## src/rtl/fifo_burst_writer.sv

```systemverilog
// -----------------------------------------------------------------------------
// fifo_burst_writer
//
// Write-side burst controller for a dual-clock FIFO, running on the FIFO write
// clock. It accepts a valid/ready word stream and pushes it into the FIFO in
// whole bursts of BURST_LEN words. A burst is started only when the FIFO
// reports half_empty, which guarantees room for the full burst. After the
// requested number of bursts it pulses done for one cycle.
//
// Optional feature: define FIFO_BURST_WRITER_PAD_EN to enable padding. When it
// is defined, an abort in the middle of a burst completes that burst with
// PAD_VALUE words, so the reader only ever sees whole bursts.
//
// Ports
//   wclk            in   write clock, positive edge
//   rst             in   asynchronous reset, active high
//   start           in   one-cycle transfer request, honoured only when idle
//   nbursts         in   number of bursts, sampled together with start
//   abort           in   terminate the transfer (level)
//   s_valid         in   upstream word valid
//   s_data          in   upstream word
//   s_ready         out  word accepted this cycle when s_valid is also high
//   fifo_half_empty in   FIFO half_empty flag (wclk domain)
//   fifo_we         out  FIFO write enable (one cycle after the transfer)
//   fifo_din        out  FIFO write data
//   busy            out  high whenever a transfer is in progress
//   done            out  one-cycle pulse at the end of a transfer
//   bursts_left     out  bursts remaining, including the current one
// -----------------------------------------------------------------------------
module fifo_burst_writer #(
    parameter int                    DATA_WIDTH = 16,
    parameter int                    FIFO_DEPTH = 4,
    parameter int                    BURST_LEN  = 6,
    parameter int                    NB_WIDTH   = 8,
    parameter logic [DATA_WIDTH-1:0] PAD_VALUE  = '0
) (
    input  logic                  wclk,
    input  logic                  rst,
    input  logic                  start,
    input  logic [NB_WIDTH-1:0]   nbursts,
    input  logic                  abort,
    input  logic                  s_valid,
    input  logic [DATA_WIDTH-1:0] s_data,
    output logic                  s_ready,
    input  logic                  fifo_half_empty,
    output logic                  fifo_we,
    output logic [DATA_WIDTH-1:0] fifo_din,
    output logic                  busy,
    output logic                  done,
    output logic [NB_WIDTH-1:0]   bursts_left
);

    localparam int MAX_BURST = 3 * (1 << FIFO_DEPTH) / 8;
    localparam int WC_W      = $clog2(BURST_LEN + 1);
    localparam logic [WC_W-1:0] BURST_FIRST = WC_W'(BURST_LEN - 1);

    // A burst must fit in the space half_empty guarantees (3/8 of the depth).
    generate
        if (FIFO_DEPTH < 3 || BURST_LEN < 1 || BURST_LEN > MAX_BURST) begin : g_bad_cfg
            $error("fifo_burst_writer: BURST_LEN exceeds guaranteed FIFO room");
        end
    endgenerate

    localparam logic [2:0] S_IDLE  = 3'd0;
    localparam logic [2:0] S_WAIT  = 3'd1;
    localparam logic [2:0] S_BURST = 3'd2;
    localparam logic [2:0] S_DONE  = 3'd3;
`ifdef FIFO_BURST_WRITER_PAD_EN
    localparam logic [2:0] S_PAD   = 3'd4;
`endif

    logic [2:0]            state_q, state_d;
    logic [WC_W-1:0]       word_cnt_q, word_cnt_d;
    logic [NB_WIDTH-1:0]   bursts_left_q, bursts_left_d;
    logic                  fifo_we_q;
    logic [DATA_WIDTH-1:0] fifo_din_q, fifo_din_d;
    logic                  xfer;
    logic                  pad_write;

    assign s_ready = (state_q == S_BURST) && !abort;
    assign xfer    = s_valid && s_ready;

`ifdef FIFO_BURST_WRITER_PAD_EN
    assign pad_write = (state_q == S_PAD);
`else
    assign pad_write = 1'b0;
`endif

    always_comb begin
        state_d       = state_q;
        word_cnt_d    = word_cnt_q;
        bursts_left_d = bursts_left_q;
        fifo_din_d    = fifo_din_q;

        if (pad_write) begin
            fifo_din_d = PAD_VALUE;
        end else if (xfer) begin
            fifo_din_d = s_data;
        end

        case (state_q)
            S_IDLE: begin
                if (start) begin
                    if (nbursts != '0) begin
                        bursts_left_d = nbursts;
                        state_d       = S_WAIT;
                    end else begin
                        state_d = S_DONE;
                    end
                end
            end
            S_WAIT: begin
                if (abort) begin
                    state_d       = S_IDLE;
                    bursts_left_d = '0;
                end else if (!fifo_we_q && fifo_half_empty) begin
                    // The flag is only trusted once the previous burst's last
                    // write has left the output register.
                    word_cnt_d = BURST_FIRST;
                    state_d    = S_BURST;
                end
            end
            S_BURST: begin
                if (abort) begin
`ifdef FIFO_BURST_WRITER_PAD_EN
                    if (word_cnt_q != BURST_FIRST) begin
                        // Part of the burst is already in the FIFO: finish it.
                        state_d = S_PAD;
                    end else begin
                        state_d       = S_IDLE;
                        bursts_left_d = '0;
                    end
`else
                    state_d       = S_IDLE;
                    bursts_left_d = '0;
`endif
                end else if (s_valid) begin
                    if (word_cnt_q == '0) begin
                        if (bursts_left_q == NB_WIDTH'(1)) begin
                            // Last burst: hold at 1 while DONE is still busy.
                            state_d = S_DONE;
                        end else begin
                            bursts_left_d = bursts_left_q - NB_WIDTH'(1);
                            state_d       = S_WAIT;
                        end
                    end else begin
                        word_cnt_d = word_cnt_q - WC_W'(1);
                    end
                end
            end
`ifdef FIFO_BURST_WRITER_PAD_EN
            S_PAD: begin
                if (word_cnt_q == '0) begin
                    state_d = S_DONE;
                end else begin
                    word_cnt_d = word_cnt_q - WC_W'(1);
                end
            end
`endif
            S_DONE: begin
                state_d       = S_IDLE;
                bursts_left_d = '0;
            end
            default: begin
                state_d       = S_IDLE;
                bursts_left_d = '0;
            end
        endcase
    end

    always_ff @(posedge wclk or posedge rst) begin
        if (rst) begin
            state_q       <= S_IDLE;
            word_cnt_q    <= '0;
            bursts_left_q <= '0;
            fifo_we_q     <= 1'b0;
            fifo_din_q    <= '0;
        end else begin
            state_q       <= state_d;
            word_cnt_q    <= word_cnt_d;
            bursts_left_q <= bursts_left_d;
            fifo_we_q     <= xfer || pad_write;
            fifo_din_q    <= fifo_din_d;
        end
    end

    assign fifo_we     = fifo_we_q;
    assign fifo_din    = fifo_din_q;
    assign busy        = (state_q != S_IDLE);
    assign done        = (state_q == S_DONE);
    assign bursts_left = bursts_left_q;

endmodule
```

## config.mk

```make
export PLATFORM = sky130hd
export DESIGN_NAME = fifo_burst_writer
export DESIGN_NICKNAME = d
export VERILOG_FILES = /design/src/rtl/fifo_burst_writer.sv
export SDC_FILE = /design/constraint.sdc
export NUM_CORES = 1
export LEC_CHECK = 0
export CAP_MARGIN = 40
export CELL_PAD_IN_SITES_DETAIL_PLACEMENT = 0
export CELL_PAD_IN_SITES_GLOBAL_PLACEMENT = 2
export CORE_UTILIZATION = 29
export CTS_BUF_LIST = sky130_fd_sc_hd__clkbuf_4 sky130_fd_sc_hd__clkbuf_8 sky130_fd_sc_hd__clkbuf_16
export DETAILED_ROUTE_END_ITERATION = 10
export PLACE_DENSITY = 0.82
export SYNTH_ARGS = -nofsm -noshare
export SYNTH_HDL_FRONTEND = slang
export SYNTH_SLANG_ARGS = --single-unit
export TNS_END_PERCENT = 1
```

## constraint.sdc

```tcl
create_clock -name wclk -period 3.1 [get_ports wclk]
set_input_delay 0.31 -clock wclk [delete_from_list [all_inputs] [get_ports wclk]]
set_output_delay 0.31 -clock wclk [all_outputs]
set_load 0.1 [all_outputs]
```

==> results.yml <==
die:
  core_area_mm2: 0.005238
  die_x_um: 76.52
  start_util_pct: 30.75
  num_io_pins: 58
  row_count: 26
  die_h_um: 76.52
  dieArea_mm2: 0.005855
finish:
  final_common_cell: "clkdlybuf4s50_1"
  layout_common_cells: "45 x clkdlybuf4s50_1, 30 x dfrtp_1, 16 x mux2_2, 14 x buf_4, 13 x buf_8"
  diodes: 0
  syn_to_final_growth_pct: 61.62
  nNetsFinal: 253
  fin_area_mm2: 0.002603
  n_fill_cell: 464
  drive_gt1_share_pct: 30.45
outcome:
  status: "completed"
synthesis:
  netlist_area_mm2: 0.001610
  seq_area_frac_synth_pct: 46.62
  synth.top_cell.area_share_pct: 46.62
  syn-mean-instance-area_um2: 11.50
  synthCells: 140
  synth_edf_count: 0
  synthArstFlopShare_pct: 100.0
  synth_cell_types: 41
  synth-warning-count: 0
  synth_area_leader_cell: "dfrtp_1"
  ys.flop_type: "dfrtp_1"
  syn-num-nets: 174
  synth.area.top_cells: "dfrtp_1 47%, mux2_2 11%, ha_1 3.1%, a22o_1 2.7%, inv_1 2.6%"
  ys_ff_latch: 30
setup_path:
  crit_type: "in -> reg"
  crit_chain: "clkdlybuf4s50_1 -> nand2b_4 -> inv_6 -> nand3b_4 -> o2111ai_4 -> or2_1 -> mux2_4"
  slowest_delay_ns: 0.53
  cp_max_fo: 8
  critPathArrivalTime_ns: 2.11
  cp_slowest_cell: "clkdlybuf4s50_1"
  crit_required_ns: 3.26
  cp-end-kind: "flip-flop"
  start_kind: "input pin"
cts:
  cts.sinks: 30
  cts-root-buf: "clkbuf_8"
  h-tree-depth: 2
  path_clk_slew_ns: 0.06
  ctsResizeCount: 0
  cts_hold_buffers: 0
  tritoncts: "built"
  clockBufferDepth: 2
  insertion_delay_ns: 0.28
  cts_buffers: 5
  post-cts-setup-buffers: 0
global_routing:
  grt_pass1_wl_mm: 7.051
  globalRouteOverflowTotal: 0
  grtUsageTotal_pct: 15.64
  grt_pass1_vias: 1415
  grt_max_degree: 31
  antenna_found_initial: 0
placed_design:
  gp_congestion: 0.8258
  dpl.hpwl_mm: 3.323
  place_area_mm2: 0.002507
  portBuffers: 57
route:
  via_count: 1383
  wire_per_inst_um: 14.72
  first_pass_iters: 4
  drc: 0
  routed_wirelength_mm: 4.270
  ant_nets: 0
  via_per_inst: 4.769
  first_iter_violations: 54
sta:
  rsz0062_at_grt: "no"
  hold_violations: 0
  max_freq_ghz: 0.5131
  tightest_slew_ns: 0.4106
  setup_viol: 0
  whs_ns: 0.4035
  period_share_pct: 62.87
  max-slew-margin-rel_pct: 72.38
  min_period_ns: 1.949
  skew_ns: 0.003526
  fin_tns_setup_ns: 0
  finalMaxSlewViolations: 0
run:
  drv_cap: 0
worst_hold_path:
  hp-class: "in -> async"
## cell usage after synthesis (2+ instances only)
cell type  number
mux2_2         16
o21ai_0         5
nor2_1          8
mux2i_1         2
a22o_2          3
o2bb2ai_1       4
a21oi_1         3
or2b_1          2
nor2b_1         2
inv_1          11
nand2_1         7
a22o_1          5
ha_1            4
nor4_1          3
nor3_1          3
dfrtp_1        30
xor2_1          3
o31ai_1         2
nand3_1         3
xnor2_1         3
## logic make-up after synthesis
| logic type | share of synthesized area [%] |
|---|---|
| and+or+nand+nor | 14.61 |
| DFF | 46.62 |
| AOI/OAI and AO/OA | 14.45 |
| muxes | 13.36 |
| buffers and inverters | 4.584 |
| xor gates and xnor gates | 3.264 |
| adders and majority gates | 3.108 |
## metal layers
| metal | routed length [um] | up-vias | track usage, % |
|---|---|---|---|
| li1 | - | 653 | - |
| met1 | 1940 | 660 | 19.97 |
| met2 | 1966 | 64 | 25.05 |
| met3 | 308 | 6 | 4.431 |
| met4 | 55 | 0 | 5.769 |
| met5 | 0 | - | 0 |
## metrics by stage
| stage | util, % | worst slack [ns] | std cells |
|---|---|---|---|
| 2_1_floorplan | - | 0.7722 | 140 |
| 3_3_place_gp | 42.57 | 0.9410 | 266 |
| 3_5_place_dp | 47.87 | 0.8730 | 282 |
| 4_1_cts | 49.69 | 1.154 | 290 |
| 5_1_grt | 49.69 | 1.043 | 290 |
| 6_report | 49.69 | 1.151 | 290 |
## sequential cells by signal, summed over array words and instances, names as in the netlist
name and count:
fifo_din 16, bursts_left 8, word_cnt_q 3, state_q 2, fifo_we 1
## area by class of cell
cell class                 instances  area, um^2  share of cell area, %
timing repair buffer              75       833.3                  32.02
multi-input combinational         95       785.8                  30.19
sequential                        30       750.7                  28.85
clock buffer                       7       90.09                  3.462
tap                               70       87.58                  3.365
inverter                          12       50.05                  1.923
clock inverter                     1       5.005                 0.1923
## critical path: cells and delay by family
kind	cells	cell delay [ns]
compound gates	1	0.24
simple gates	3	0.61
mux	1	0.33
buf+inv	2	0.62
## path summary, 6_finish.rpt
check                                                start                         end  slack [ns]  cells past startpoint
worst max-delay path                                 abort  bursts_left[7]$_DFFE_PP0P_        1.15                      7
worst min register to register   word_cnt_q[1]$_DFFE_PP0P_   word_cnt_q[1]$_DFFE_PP0P_        0.50                      1
worst max register to register  bursts_left[4]$_DFFE_PP0P_  bursts_left[7]$_DFFE_PP0P_        1.16                      5
min in group wclk                word_cnt_q[1]$_DFFE_PP0P_   word_cnt_q[1]$_DFFE_PP0P_        0.50                      1
worst min-delay path                                   rst     fifo_din[3]$_DFFE_PP0P_        0.40                      3
max in group asynchronous                              rst   word_cnt_q[1]$_DFFE_PP0P_        2.41                      3
Power is left out: the tool's default activity adds up to more than one toggle a clock period on the data nets, which glitch-free logic cannot reach.
